### config.mk
export PLATFORM = sky130hd
export DESIGN_NAME = regfile_wb_arbiter
export DESIGN_NICKNAME = d
export VERILOG_FILES = /design/src/rtl/regfile_wb_arbiter.sv
export SDC_FILE = /design/constraint.sdc
export NUM_CORES = 1
export LEC_CHECK = 0
export CAP_MARGIN = 20
export CORE_MARGIN = 5
export CORE_UTILIZATION = 37
export CTS_CLUSTER_DIAMETER = 150
export CTS_CLUSTER_SIZE = 8
export DETAILED_ROUTE_END_ITERATION = 12
export HOLD_SLACK_MARGIN = 0.06
export PLACE_DENSITY = 0.62
export SLEW_MARGIN = 0
export SYNTH_ARGS = -nofsm -noshare
export SYNTH_HDL_FRONTEND = slang
export SYNTH_SLANG_ARGS = --single-unit
### constraint.sdc
create_clock -name clk -period 4.44 [get_ports clk]
set_clock_uncertainty 0.15 [all_clocks]
set_input_delay 0.666 -clock clk [delete_from_list [all_inputs] [get_ports clk]]
set_output_delay 0.666 -clock clk [all_outputs]
set_load 0.03 [all_outputs]
### src/rtl/regfile_wb_arbiter.sv
// Write-port arbiter for the single-write-port register file: WB has fixed priority,
// and long-latency results drain from a small FIFO. A pending-rd scoreboard stalls issue.
module regfile_wb_arbiter #(
  parameter int DEPTH        = 2,
  parameter int STARVE_LIMIT = 8
) (
  input  logic        clk,
  input  logic        rst,
  input  logic        wb_valid,
  input  logic [4:0]  wb_rd,
  input  logic [31:0] wb_data,
  input  logic        lu_valid,
  output logic        lu_ready,
  input  logic [4:0]  lu_rd,
  input  logic [31:0] lu_data,
  input  logic        iss_valid,
  input  logic        iss_long,
  input  logic [4:0]  iss_rs1,
  input  logic [4:0]  iss_rs2,
  input  logic [4:0]  iss_rd,
  output logic        stall,
  output logic        rf_wr_en,
  output logic [4:0]  rf_rd,
  output logic [31:0] rf_wr_data,
  output logic [31:0] pending,
  output logic        busy
);

  localparam int AW = $clog2(DEPTH);
  localparam int CW = $clog2(STARVE_LIMIT + 1);

  logic [AW:0]   wr_ptr, rd_ptr;
  logic [4:0]    fifo_rd   [DEPTH];
  logic [31:0]   fifo_data [DEPTH];
  logic [CW-1:0] starve_cnt;

  logic          empty, full, wb_sel, push, pop, starve;
  logic [4:0]    head_rd;
  logic [31:0]   head_data;
  logic [31:0]   set_vec, clr_vec;

  function automatic logic [CW-1:0] sat_inc(input logic [CW-1:0] c);
    if (c >= CW'(STARVE_LIMIT)) return CW'(STARVE_LIMIT);
    return c + CW'(1);
  endfunction

  // x0 never has a pending result, so index 0 always reads clear.
  function automatic logic pend_hit(input logic [31:0] p, input logic [4:0] r);
    return (r != 5'd0) && p[r];
  endfunction

  assign empty     = (wr_ptr == rd_ptr);
  assign full      = (wr_ptr[AW] != rd_ptr[AW]) && (wr_ptr[AW-1:0] == rd_ptr[AW-1:0]);
  assign head_rd   = fifo_rd[rd_ptr[AW-1:0]];
  assign head_data = fifo_data[rd_ptr[AW-1:0]];

  assign wb_sel   = wb_valid && (wb_rd != 5'd0);
  assign pop      = !rst && !wb_sel && !empty;
  assign lu_ready = !full && !rst;
  assign push     = lu_valid && lu_ready && (lu_rd != 5'd0);

  assign rf_wr_en   = !rst && (wb_sel || !empty);
  assign rf_rd      = wb_sel ? wb_rd   : head_rd;
  assign rf_wr_data = wb_sel ? wb_data : head_data;

  assign starve = (starve_cnt == CW'(STARVE_LIMIT));
  assign stall  = !rst && iss_valid &&
                  (pend_hit(pending, iss_rs1) || pend_hit(pending, iss_rs2) ||
                   pend_hit(pending, iss_rd)  || starve);
  assign busy   = !rst && ((pending != 32'd0) || !empty);

  assign set_vec = (iss_valid && iss_long && !stall && (iss_rd != 5'd0)) ? (32'd1 << iss_rd) : 32'd0;
  assign clr_vec = pop ? (32'd1 << head_rd) : 32'd0;

  always_ff @(posedge clk) begin
    if (rst) begin
      wr_ptr     <= '0;
      rd_ptr     <= '0;
      pending    <= 32'd0;
      starve_cnt <= '0;
    end else begin
      if (push) wr_ptr <= wr_ptr + (AW+1)'(1);
      if (pop)  rd_ptr <= rd_ptr + (AW+1)'(1);
      // Set is ORed in last so a simultaneous set beats the clear.
      pending <= (pending & ~clr_vec) | set_vec;
      if (empty || pop) starve_cnt <= '0;
      else              starve_cnt <= sat_inc(starve_cnt);
    end
  end

  always_ff @(posedge clk) begin
    if (push) begin
      fifo_rd[wr_ptr[AW-1:0]]   <= lu_rd;
      fifo_data[wr_ptr[AW-1:0]] <= lu_data;
    end
  end

endmodule
==> Flow_metrics.wiki <==
{| class="wikitable"
! Metric !! Value
|-
| Transition time at the pin with the least slew margin || about 610 ps
|-
| Antenna Violating Nets Remaining || 0
|-
| Clock insertion delay at the later pin of the skew report || ~410 ps
|-
| Hold WC Path Type || reg2reg
|-
| Final WS setup || 190 ps
|-
| Final slew viol count || 0
|-
| List of most frequent post-synthesis cells || 74 x sky130_fd_sc_hd__edfxtp_1, 61 x sky130_fd_sc_hd__o21ai_0, 49 x sky130_fd_sc_hd__mux2i_1, 49 x sky130_fd_sc_hd__nand2_1, 42 x sky130_fd_sc_hd__nor2b_1
|-
| Cell types with the largest area share after synthesis || sky130_fd_sc_hd__edfxtp_1 37%, sky130_fd_sc_hd__dfxtp_1 14%, sky130_fd_sc_hd__mux2i_1 8.1%
|-
| Via count of the first global-routing pass || about 5.2k
|-
| X dimension of the die || ~140 um
|-
| Number of maximum-capacitance constraint violations || 0
|-
| Setup Fix Bufs, Post-CTS || 0
|-
| Drt total wl || about 19000 um
|-
| Clock root buffer || sky130_fd_sc_hd__clkbuf_16
|-
| Layout Cell Area excl Fill || 8540 um^2
|-
| Max H-tree Level || 4
|-
| Antenna cells || 0
|-
| Global router's overall resource usage || 19.8%
|-
| Maximum resistive drop on vdd || roughly 0.00023 V
|-
| Hold Violations, Final || 0
|-
| Remaining Overflow, GRT || 0
|-
| Yosys synthesis warning count || 0
|-
| Nature of the critical path endpoint || output port
|-
| First-pass GRT wire length || 28500 um
|-
| Final routed DRC violation total || 0
|-
| Core occupancy in the finished layout || approximately 54%
|-
| Number of distinct library cells after synthesis || 60
|-
| Total core area || 15900 um^2
|-
| Tightest slew margin relative to the limit || 59.3%
|-
| Most common cell in the netlist || sky130_fd_sc_hd__edfxtp_1
|-
| Clock buffer depth || 2
|-
| Portion of the post-synthesis area used by sequential elements || between 50% and 60%
|-
| Critical-path maximum fanout || 9
|-
| Setup CP Type || in2out
|-
| Area after DPL || ~8000 um^2
|-
| Required time worst endpoint || roughly 3600 ps
|-
| Setup-failing EPs final || 0
|-
| Type of element launching the critical path || input pin
|-
| Detailed-placement wirelength estimate || roughly 14000 um
|-
| IO Count || around 170
|-
| Sequential share of power || 38.8%
|-
| Total power of the final layout || roughly 3.1 mW
|-
| Cell leakage power || a little under 3 nW
|-
| Place WS || 158 ps
|-
| Combinational Power Share || 20.2%
|-
| Violation count after the first detailed-routing iteration || between 300 and 400
|-
| Number of optimization iterations in the first detailed-route pass || 5
|-
| Fin crit share || between 90% and 100%
|-
| Overall die height || roughly 140 um
|-
| Register-to-Register Setup Slack || between 1500 and 2000 ps
|-
| Cell Pwr Density || about 370 nW/um^2
|-
| Number of hold buffers added after CTS || 0
|-
| Largest net degree at the start of global routing || 66
|-
| Count of standard-cell rows || 46
|-
| Min Tclk post-route || approximately 4200 ps
|-
| Proportion of total power due to net switching || a little over a quarter
|-
| Post-cts resize count || 0
|-
| Number of placed cells counting well taps || just over 900
|-
| Number of flops mapped to enable cells by yosys || 74
|-
| Psw || between 0.8 and 0.9 mW
|-
| Growth of design area from synthesis to finish || 41.6%
|-
| Number of instances in the synthesized netlist || around 550
|-
| Netlist area before placement || around 6000 um^2
|-
| Detailed-route wire length per cell || 19.8 um
|-
| Initial antenna violation count || 0
|-
| Fraction of synthesized cell area taken by the top area cell type || between 30% and 40%
|-
| Part of the power in the clock network || 41.0%
|-
| Total clock sinks || ~120
|-
| Clock tree from TritonCTS || done
|-
| Number of vias in the routed layout || between 5k and 6k
|-
| Hold WS || between 300 and 400 ps
|-
| Total number of nets in the final design || about 800
|-
| Layout cell share with drive strength beyond 1 || 10.5%
|-
| Effective utilization at floorplan || between 30 and 40%
|-
| Clock buffers created by TritonCTS || 17
|-
| Arrival time at the worst endpoint || between 3000 and 4000 ps
|-
| Most frequently used flop master after synthesis || sky130_fd_sc_hd__edfxtp_1
|-
| Seq cells post-synth || between 100 and 150
|-
| Asr flop ratio synth || 0%
|-
| Largest area contributor in the synthesized netlist || sky130_fd_sc_hd__edfxtp_1
|-
| Routability congestion estimate || a little over 0.9
|-
| Fin cells || 948
|-
| Number of input and output port buffers inserted || around 170
|-
| Die Outline Area || between 15000 and 20000 um^2
|-
| Register clock-pin slew on the reported worst setup and hold paths || approximately 50 ps
|-
| Setup repair after global routing missed its margin || false
|-
| Setup TNS || 0 ps
|-
| Number of fillers in the final layout || about 1.4k
|-
| Internal || about 2.3 mW
|-
| Mean area per synthesized cell || approximately 11 um^2
|-
| Status || completed
|-
| Maximum frequency from static timing analysis || around 240 MHz
|-
| Number of vias per cell after detailed routing || 5.39
|-
| Net count of the mapped netlist || between 600 and 700
|}
## final timing paths
check,start,endpoint,cells after the start
max,iss_rs1[2],stall,9
min,starve_cnt[0]$_SDFF_PP0_,starve_cnt[0]$_SDFF_PP0_,1
max reg2reg,pending[16]$_SDFF_PP0_,pending[16]$_SDFF_PP0_,7
min reg2reg,starve_cnt[0]$_SDFF_PP0_,starve_cnt[0]$_SDFF_PP0_,1
## power by group through the flow
stage	Combinational (mW)	Clock (mW)	Sequential [mW]
4_1_cts	0.642	1.32	1.22
3_3_place_gp	0.631	0	1.24
2_1_floorplan	0.379	0	1.22
5_1_grt	0.679	1.37	1.23
6_report	0.636	1.29	1.22
3_5_place_dp	0.638	0	1.24
## placed cells by master, fill, tap and decap left out, types with 18 or more instances in the layout
cell type	n
sky130_fd_sc_hd__dfxtp_1	40
sky130_fd_sc_hd__nor2b_1	41
sky130_fd_sc_hd__nor2_1	27
sky130_fd_sc_hd__o21ai_0	61
sky130_fd_sc_hd__buf_4	18
sky130_fd_sc_hd__clkdlybuf4s50_1	166
sky130_fd_sc_hd__edfxtp_1	74
sky130_fd_sc_hd__nand2_1	49
sky130_fd_sc_hd__mux2i_1	49
sky130_fd_sc_hd__o21ai_1	23
## state kept, by name (all words and copies together) (netlist names), named ones only
name / flops
fifo_data: 64
fifo_rd: 10
pending: 32
rd_ptr: 2
starve_cnt: 4
wr_ptr: 2
## worst max-delay path: stages
cell and delay, ps:
sky130_fd_sc_hd__clkdlybuf4s50_1 740, sky130_fd_sc_hd__buf_4 250, sky130_fd_sc_hd__mux2i_1 90, sky130_fd_sc_hd__a311oi_1 280
sky130_fd_sc_hd__o311a_1 250, sky130_fd_sc_hd__nor4_4 70, sky130_fd_sc_hd__and3_2 200, sky130_fd_sc_hd__a21boi_0 180
sky130_fd_sc_hd__clkdlybuf4s50_1 710
## cell type report
type / instances / area (um^2) / area share (%)
inverters: 11 / 41.3 / 0.483
clock inverters: 15 / 141 / 1.65
clock buffers: 17 / 425 / 4.98
multi-input cells: 387 / 2770 / 32.4
well taps: 216 / 270 / 3.16
flip-flops and latches: 115 / 3040 / 35.6
repair buffers: 187 / 1850 / 21.6
## layer usage
| metal | share of wire [%] | vias to the layer above | track usage [%] | routed length, um |
|---|---|---|---|---|
| li1 | - | 2408 | - | - |
| met1 | 42 | 2429 | 25.0 | 7930 |
| met2 | 47 | 239 | 32.5 | 8870 |
| met3 | 8.7 | 33 | 5.51 | 1630 |
| met4 | 1.9 | 0 | 7.35 | 355 |
| met5 | 0 | - | 0 | 0 |
## logic make-up (layout without fill, tap and decap cells)
| kind of cell | Yosys count | after routing | share of synthesized area, % |
|---|---|---|---|
| AO/OA/AOI/OAI | 138 | 138 | 13.9 |
| flip-flops | 115 | 115 | 50.4 |
| adder cells (fa/ha/maj) | 2 | 2 | 0.415 |
| AND/OR/NAND/NOR | 170 | 170 | 15.5 |
| XOR/XNOR | 8 | 8 | 1.16 |
| multiplexers | 69 | 69 | 14.7 |
| buffers and inverters | 45 | 230 | 3.82 |
Power figures use the tool's default switching activity.
